File: config.mk
export PLATFORM = sky130hd
export DESIGN_NAME = inst_fetch
export DESIGN_NICKNAME = d
export VERILOG_FILES = /design/src/rtl/inst_fetch_pkg.sv /design/src/rtl/inst_fetch.sv
export SDC_FILE = /design/constraint.sdc
export NUM_CORES = 1
export LEC_CHECK = 0
export BUFFER_PORTS_ARGS = -buffer_cell sky130_fd_sc_hd__buf_4
export CAP_MARGIN = 20
export CORE_MARGIN = 5
export CORE_UTILIZATION = 50
export DETAILED_ROUTE_END_ITERATION = 16
export GPL_ROUTABILITY_DRIVEN = 1
export PLACE_DENSITY = 0.74
export SLEW_MARGIN = 10
export SYNTH_ARGS = -nofsm -noshare
export SYNTH_HDL_FRONTEND = slang
export SYNTH_SLANG_ARGS = --single-unit
File: constraint.sdc
create_clock -name clk -period 3 [get_ports clk]
set_input_delay 0.6 -clock clk [delete_from_list [all_inputs] [get_ports clk]]
set_output_delay 0.6 -clock clk [all_outputs]
set_load 0.02 [all_outputs]
File: src/rtl/inst_fetch_pkg.sv
// Shared definitions for the instruction-fetch stage: cause widths, the
// exception NOP word and the fetch FSM encoding.
package inst_fetch_pkg;

  localparam int          CAUSE_W  = 7;
  localparam int          CAUSES_W = 5 * CAUSE_W;
  localparam logic [31:0] NOP_INST = 32'h0340_0000;

  typedef enum logic [1:0] {
    IDLE      = 2'd0,
    WAIT_DATA = 2'd1,
    HOLD      = 2'd2
  } if_state_e;

endpackage

File: src/rtl/inst_fetch.sv
// IF stage: fetches pc_i over an addr_ok/data_ok bus (one outstanding) into the IF/ID register.
// Latency: best case addr_ok then data_ok, ID loads on the edge after data_ok; stalls via stallreq_o.
module inst_fetch
  import inst_fetch_pkg::*;
(
  input  logic                clk,
  input  logic                rst,
  input  logic [31:0]         pc_i,
  input  logic                inst_en_i,
  input  logic [4:0]          is_exception_i,
  input  logic [CAUSES_W-1:0] exception_cause_i,
  input  logic [5:0]          pause,
  input  logic                flush_i,
  input  logic                branch_flush_i,
  output logic                inst_req_o,
  output logic [31:0]         inst_addr_o,
  input  logic                inst_addr_ok_i,
  input  logic                inst_data_ok_i,
  input  logic [31:0]         inst_rdata_i,
  output logic                stallreq_o,
  output logic                id_valid_o,
  output logic [31:0]         id_pc_o,
  output logic [31:0]         id_inst_o,
  output logic [4:0]          id_is_exception_o,
  output logic [CAUSES_W-1:0] id_exception_cause_o
);

  if_state_e           state_q;
  logic                discard_q;
  logic [31:0]         buf_pc_q;
  logic [31:0]         buf_inst_q;
  logic [4:0]          buf_exc_q;
  logic [CAUSES_W-1:0] buf_cause_q;
  logic                id_valid_q;
  logic [31:0]         id_pc_q;
  logic [31:0]         id_inst_q;
  logic [4:0]          id_exc_q;
  logic [CAUSES_W-1:0] id_cause_q;

  logic exc, flush, req, accept, fetch_done;
  logic unused_pause;

  assign unused_pause = ^pause[5:2];

  assign exc    = |is_exception_i;
  // A branch flush is ignored while the PC stage is stalled: the branch will be re-presented.
  assign flush  = flush_i | (branch_flush_i & ~pause[0]);
  assign req    = (state_q == IDLE) & inst_en_i & ~exc & ~discard_q & ~flush_i & ~rst;
  assign accept = req & inst_addr_ok_i;

  assign fetch_done = ((state_q == WAIT_DATA) & inst_data_ok_i & ~discard_q)
                    | (state_q == HOLD)
                    | ((state_q == IDLE) & inst_en_i & exc);

  assign inst_req_o  = req;
  assign inst_addr_o = pc_i;
  assign stallreq_o  = inst_en_i & ~fetch_done & ~flush_i;

  always_ff @(posedge clk) begin
    if (rst) begin
      state_q     <= IDLE;
      discard_q   <= 1'b0;
      buf_pc_q    <= '0;
      buf_inst_q  <= NOP_INST;
      buf_exc_q   <= '0;
      buf_cause_q <= '0;
      id_valid_q  <= 1'b0;
      id_pc_q     <= '0;
      id_inst_q   <= NOP_INST;
      id_exc_q    <= '0;
      id_cause_q  <= '0;
    end else begin
      if (discard_q && inst_data_ok_i) discard_q <= 1'b0;
      if (accept) begin
        buf_pc_q    <= pc_i;
        buf_exc_q   <= is_exception_i;
        buf_cause_q <= exception_cause_i;
      end

      if (flush) begin
        id_valid_q <= 1'b0;
        state_q    <= IDLE;
        // Anything still owed by memory must be swallowed when it returns.
        if (((state_q == WAIT_DATA) && !inst_data_ok_i) || accept) discard_q <= 1'b1;
      end else if (pause[1]) begin
        if ((state_q == WAIT_DATA) && fetch_done) begin
          buf_inst_q <= inst_rdata_i;
          state_q    <= HOLD;
        end else if (accept) begin
          state_q <= WAIT_DATA;
        end
      end else if (fetch_done) begin
        id_valid_q <= 1'b1;
        state_q    <= IDLE;
        case (state_q)
          HOLD: begin
            id_pc_q    <= buf_pc_q;
            id_inst_q  <= buf_inst_q;
            id_exc_q   <= buf_exc_q;
            id_cause_q <= buf_cause_q;
          end
          WAIT_DATA: begin
            id_pc_q    <= buf_pc_q;
            id_inst_q  <= inst_rdata_i;
            id_exc_q   <= buf_exc_q;
            id_cause_q <= buf_cause_q;
          end
          default: begin
            id_pc_q    <= pc_i;
            id_inst_q  <= NOP_INST;
            id_exc_q   <= is_exception_i;
            id_cause_q <= exception_cause_i;
          end
        endcase
      end else begin
        id_valid_q <= 1'b0;
        if (accept) state_q <= WAIT_DATA;
      end
    end
  end

  assign id_valid_o           = id_valid_q;
  assign id_pc_o              = id_pc_q;
  assign id_inst_o            = id_inst_q;
  assign id_is_exception_o    = id_exc_q;
  assign id_exception_cause_o = id_cause_q;

endmodule

# Word level (Yosys, flattened, before mapping)
# Index checks and enable logic that the tools add are counted.
# totals
word_cells	59
latch_bits	0
reg_bits	212
inputBits	117
ramBits	0
mem_bits_ro	0
memories	0
output_inout_bits	139
# classes
shifts	0
n_mul	0
eq_ne	2
n_div	0
n_mux	12
order_cmp	0
n_addsub	0
n_reduce_logical	11
bitwise	23
# op_table
op	count
32-bit one-hot mux with 2 select lines	1
35-bit 2-to-1 mux	1
32-bit 2-to-1 mux	1
1-bit AND	12
2-bit 2-to-1 mux	4
1-bit inverter	8
3-bit AND reduction	2
5-bit 2-to-1 mux	1
5-bit OR reduction	1
1-bit 2-to-1 mux	4
2-bit OR reduction	2
1-bit logical AND	3
1-bit OR	3
2-bit by 1-bit equality test with 1-bit output (second input constant)	1
2-bit equality test (second input constant)	1
2-bit zero test	1
1-bit zero test	1
1-bit logical OR	1

# Longest topological paths before layout
# depth
depth_word	10
mapped_depth	9
mapped_depth_nobuf	6

# Least setup slack after synthesis
# No wires, ideal clock.
# synth_path
path_kind	input to output
from	input is_exception_i[0]
to	output stallreq_o
path_slack_ns	0.249
t_required_ns	2.400
cell_stages	5
path_buffers	1
arrival_ns	2.151
cell_sequence	nor4_1 a21oi_1 or2_2 clkbuf_1 nor3b_1
# synth_between
elab_chain_cells	6
# synth_rtl
element	line	source
from (decl)	inst_fetch.sv:10	input logic [4:0] is_exception_i,
5-bit OR reduction	inst_fetch.sv:45	assign exc = |is_exception_i;
1-bit AND	inst_fetch.sv:53	| ((state_q == IDLE) & inst_en_i & exc);
1-bit OR	inst_fetch.sv:53	
1-bit inverter	inst_fetch.sv:57	assign stallreq_o = inst_en_i & ~fetch_done & ~flush_i;
1-bit AND (2 in series)	inst_fetch.sv:57	
to (decl)	inst_fetch.sv:20	output logic stallreq_o,
# No other way between the ends.

# Worst setup path after layout
# layout_path
from	register state_q[1]
to	output stallreq_o
# layout_between
elab_chain_cells	8
elab_cells_between_ends	12
classes_between	eq/ne: 2; bitwise: 9; reduce/logical: 1
# layout_rtl
element	line	source
from (decl)	inst_fetch.sv:28	if_state_e state_q;
from (signal assigned)	inst_fetch.sv:61	state_q <= IDLE;
from (signal assigned)	inst_fetch.sv:82	state_q <= IDLE;
from (signal assigned)	inst_fetch.sv:88	state_q <= HOLD;
2-bit by 1-bit equality test with 1-bit output	inst_fetch.sv:51	assign fetch_done = ((state_q == WAIT_DATA) & inst_data_ok_i & ~discard_q)
1-bit AND (2 in series)	inst_fetch.sv:51	
1-bit OR	inst_fetch.sv:52	| (state_q == HOLD)
1-bit OR (*)	inst_fetch.sv:53	
1-bit inverter (*)	inst_fetch.sv:57	
1-bit AND (*) (2 in series)	inst_fetch.sv:57	
# Every way passes the cells marked *; elsewhere a longest branch is shown, timed or not.

==> out/metrics.cfg <==
[critical_path]
crit_path_start_kind = register
arrival_ns = 2.21
cp_max_fo = 6
rr_worst_depth = 7
crit_chain = inv_1 > ha_1 > nand3b_1 > nand2_1 > or2_2 > nor3b_1 > buf_4
reg2reg_slack_ns = 0.54
critPathCaptureType = primary output
slowest_delay_ns = 0.36
critPathBufInv = 2
crit_family = simple AND/OR/NAND/NOR gates
cp_slowest_cell = dfxtp_1
critical_path_class = reg2out
cp.depth = 7
cp.required_ns = 2.40

[yosys]
seq_area_frac_synth_pct = 44.01
synthArstFlopShare_pct = 0
yosys.area.top_type = dfxtp_1
netlist.area_leader.share_pct = 44.01
synth_edf_count = 0
syn_nets = 1160
netlist_instances = 1040
yosys_most_used_dff = dfxtp_1
postSynthAreaPerCell_sq_um = 9.273
ys_warn_count = 0
yosys_register_bits = 212
syn_area_sq_mm = 0.009644
yosysUniqueCellTypes = 36
ys_top_cells_by_area = dfxtp_1 (44%), mux2i_1 (14%), a311oi_1 (6.5%), nand2_1 (6.5%), nand2b_1 (5.7%)

[grt]
grt_pass1_vias = 7821
grt_max_degree = 208
antenna_found_initial = 0
gr-total-overflow = 0
grt_use_total_pct = 22.43
grt_pass1_wl_um = 41330

[sta]
fin_tns_setup_ns = 0
min_period_ns = 2.813
maxSlewViolCount = 0
finClkSkew_ns = 0.009302
worst_pin_slew_ns = 1.067
clock.fmax_ghz = 0.3555
rsz0062_at_grt = false
hold_violations = 0
fin_crit_sh_pct = 93.75
setup_viol = 0
maxSlewHeadroom_pct = 28.90

[clocking]
postCtsSetupBuffers = 0
cts-root-buf = clkbuf_16
clock_sinks = 212
clkTransAtPathRegs_ns = 0.06
clockBufferDepth = 3
cts_made_buffers = 23
htreeDepth = 1
clk_latency_ns = 0.51
cts_hold_buf = 0
cts_tree = built
ctsResizeCount = 0

[power]
power_per_cell_area_mw_per_mm2 = 515.7
p_clk_share_pct = 43.8
cell_internal_pwr_w = 0.004791
sw_frac_of_total_pct = 23.66
p_sw_w = 0.001484
comb_power_share_pct = 10.1
p_leak_nw = 4.571
ir_worst_vdd_v = 0.0003586
pwr-share-seq_pct = 46.0

[final_layout]
synthToLayoutAreaGrowth_pct = 26.17
stdcell_count = 1475
nets = 1321
seqCellArea_sq_mm = 0.004244
multiInputGateArea_sq_mm = 0.004736
drive_gt1_share_pct = 26.42
n_fill_cell = 1589
diodes = 0
fin_util_pct = 64.62

[detailed_routing]
antenna_left = 0
dr.pass1.iters = 5
route.detailed.drc = 0
finalWirelength_um = 26280
viasPerCell = 5.519
wl_per_cell_um = 17.82
vias = 8140
drt_iter0_markers = 526

[outcome]
outcome = finished, final reports clean

[job]
cap_viol_max_count = 0

[floorplanning]
die_y_um = 148.9
die_w_um = 148.9
die_area_sq_mm = 0.02217
io_pins = 256
start_util_pct = 51.22
rows = 50
core_area_sq_mm = 0.01883

[hold_path]
hold_depth = 3
hold_path_class = in2reg

[placement]
io_buffers = 251
place.gp.congestion = 0.8277
dp_cells = 1436
post-dp-hpwl_um = 16460

[flip-flops by register name (all words and copies together), names as in the netlist]
register,flops
id_exception_cause_o,35
buf_inst_q,32
id_inst_o,32
id_pc_o,32
buf_pc_q,32
id_is_exception_o,5
state_q,2
buf_exc_q,5
id_valid_o,1
buf_cause_q,35
discard_q,1
[final timing paths]
| path | to | from |
|---|---|---|
| min reg2reg | buf_cause_q[30]$_SDFFE_PP0P_ | buf_cause_q[30]$_SDFFE_PP0P_ |
| min | buf_cause_q[4]$_SDFFE_PP0P_ | exception_cause_i[4] |
| max reg2reg | buf_inst_q[22]$_SDFFE_PP1P_ | state_q[0]$_SDFF_PP0_ |
| max | stallreq_o | state_q[1]$_SDFF_PP0_ |
[per-stage QoR]
stage,worst slack (ns),area [sq um],hold WS [ns],total power (W)
6_report,0.1874,12170,0.3410,0.006275
5_1_grt,0.03421,12170,0.3349,0.006498
4_1_cts,0.1650,12170,0.3237,0.006337
3_5_place_dp,0.3896,11440,0.4461,0.003586
3_3_place_gp,0.4016,11440,0.4406,0.003579
2_1_floorplan,0.2487,9644,0.4295,0.003295
[cell families after synthesis]
group / after synthesis / share of synthesized area [%]
simple gates: 290 / 14.58
compound gates: 255 / 19.55
flops: 212 / 44.01
buf+inv: 144 / 7.356
mux: 136 / 14.12
fa+ha+maj: 3 / 0.3892
[worst min-delay path: stages]
cell and delay (ns):
buf_4 0.11, nand2_1 0.05, a21oi_1 0.05
[cell usage in the layout (no fill, tap or decap), types with 2 or more instances in the layout]
cell	instances
nor4_4	2
a221oi_1	4
a22o_1	29
nor3b_1	2
nor2_1	14
ha_1	2
buf_4	269
o21ai_0	3
nand2b_1	88
buf_12	4
a211oi_1	72
and2_1	5
a311oi_1	72
dfxtp_1	212
clkbuf_8	6
clkinv_2	2
mux2i_1	136
nand2_1	167
clkbuf_1	6
clkbuf_16	23
or4_4	2
inv_1	6
a21oi_1	70
[layer usage]
metal	track usage [%]	wire (um)	vias to the layer above
li1	-	-	4016
met1	29.28	11140	3818
met2	35.75	12030	257
met3	6.655	2243	49
met4	7.231	862	0
met5	0	0	-
[power groups by stage]
stage	Combinational (W)	Clock, W	Sequential, W
final	0.000635	0.00275	0.00289
after global routing	0.000684	0.00292	0.00289
after global placement	0.000629	0	0.00295
after CTS	0.000638	0.00281	0.00289
after floorplan	0.000294	0	0.00300
after detailed placement	0.000636	0	0.00295
[final cells by class]
cell class              count  share of cell area (%)
clock buffers              35                   5.594
inverters                   6                  0.1851
well taps                 260                   2.674
repair buffers            274                   17.35
multi-input cells         684                   38.92
flip-flops and latches    212                   34.88
clock inverters             4                  0.4010
[cell usage after synthesis, types with 3 or more instances]
cell type,number
and2_1,5
a221oi_1,4
nand2b_1,88
mux2i_1,136
a311oi_1,72
a211oi_1,72
nand2_1,168
buf_4,32
a22o_1,29
ha_1,3
nor2_1,14
dfxtp_1,212
a21oi_1,70
buf_1,3
buf_2,15
clkbuf_1,84
inv_1,6
o21ai_0,3
buf_6,4
Power figures use the tool's default switching activity.
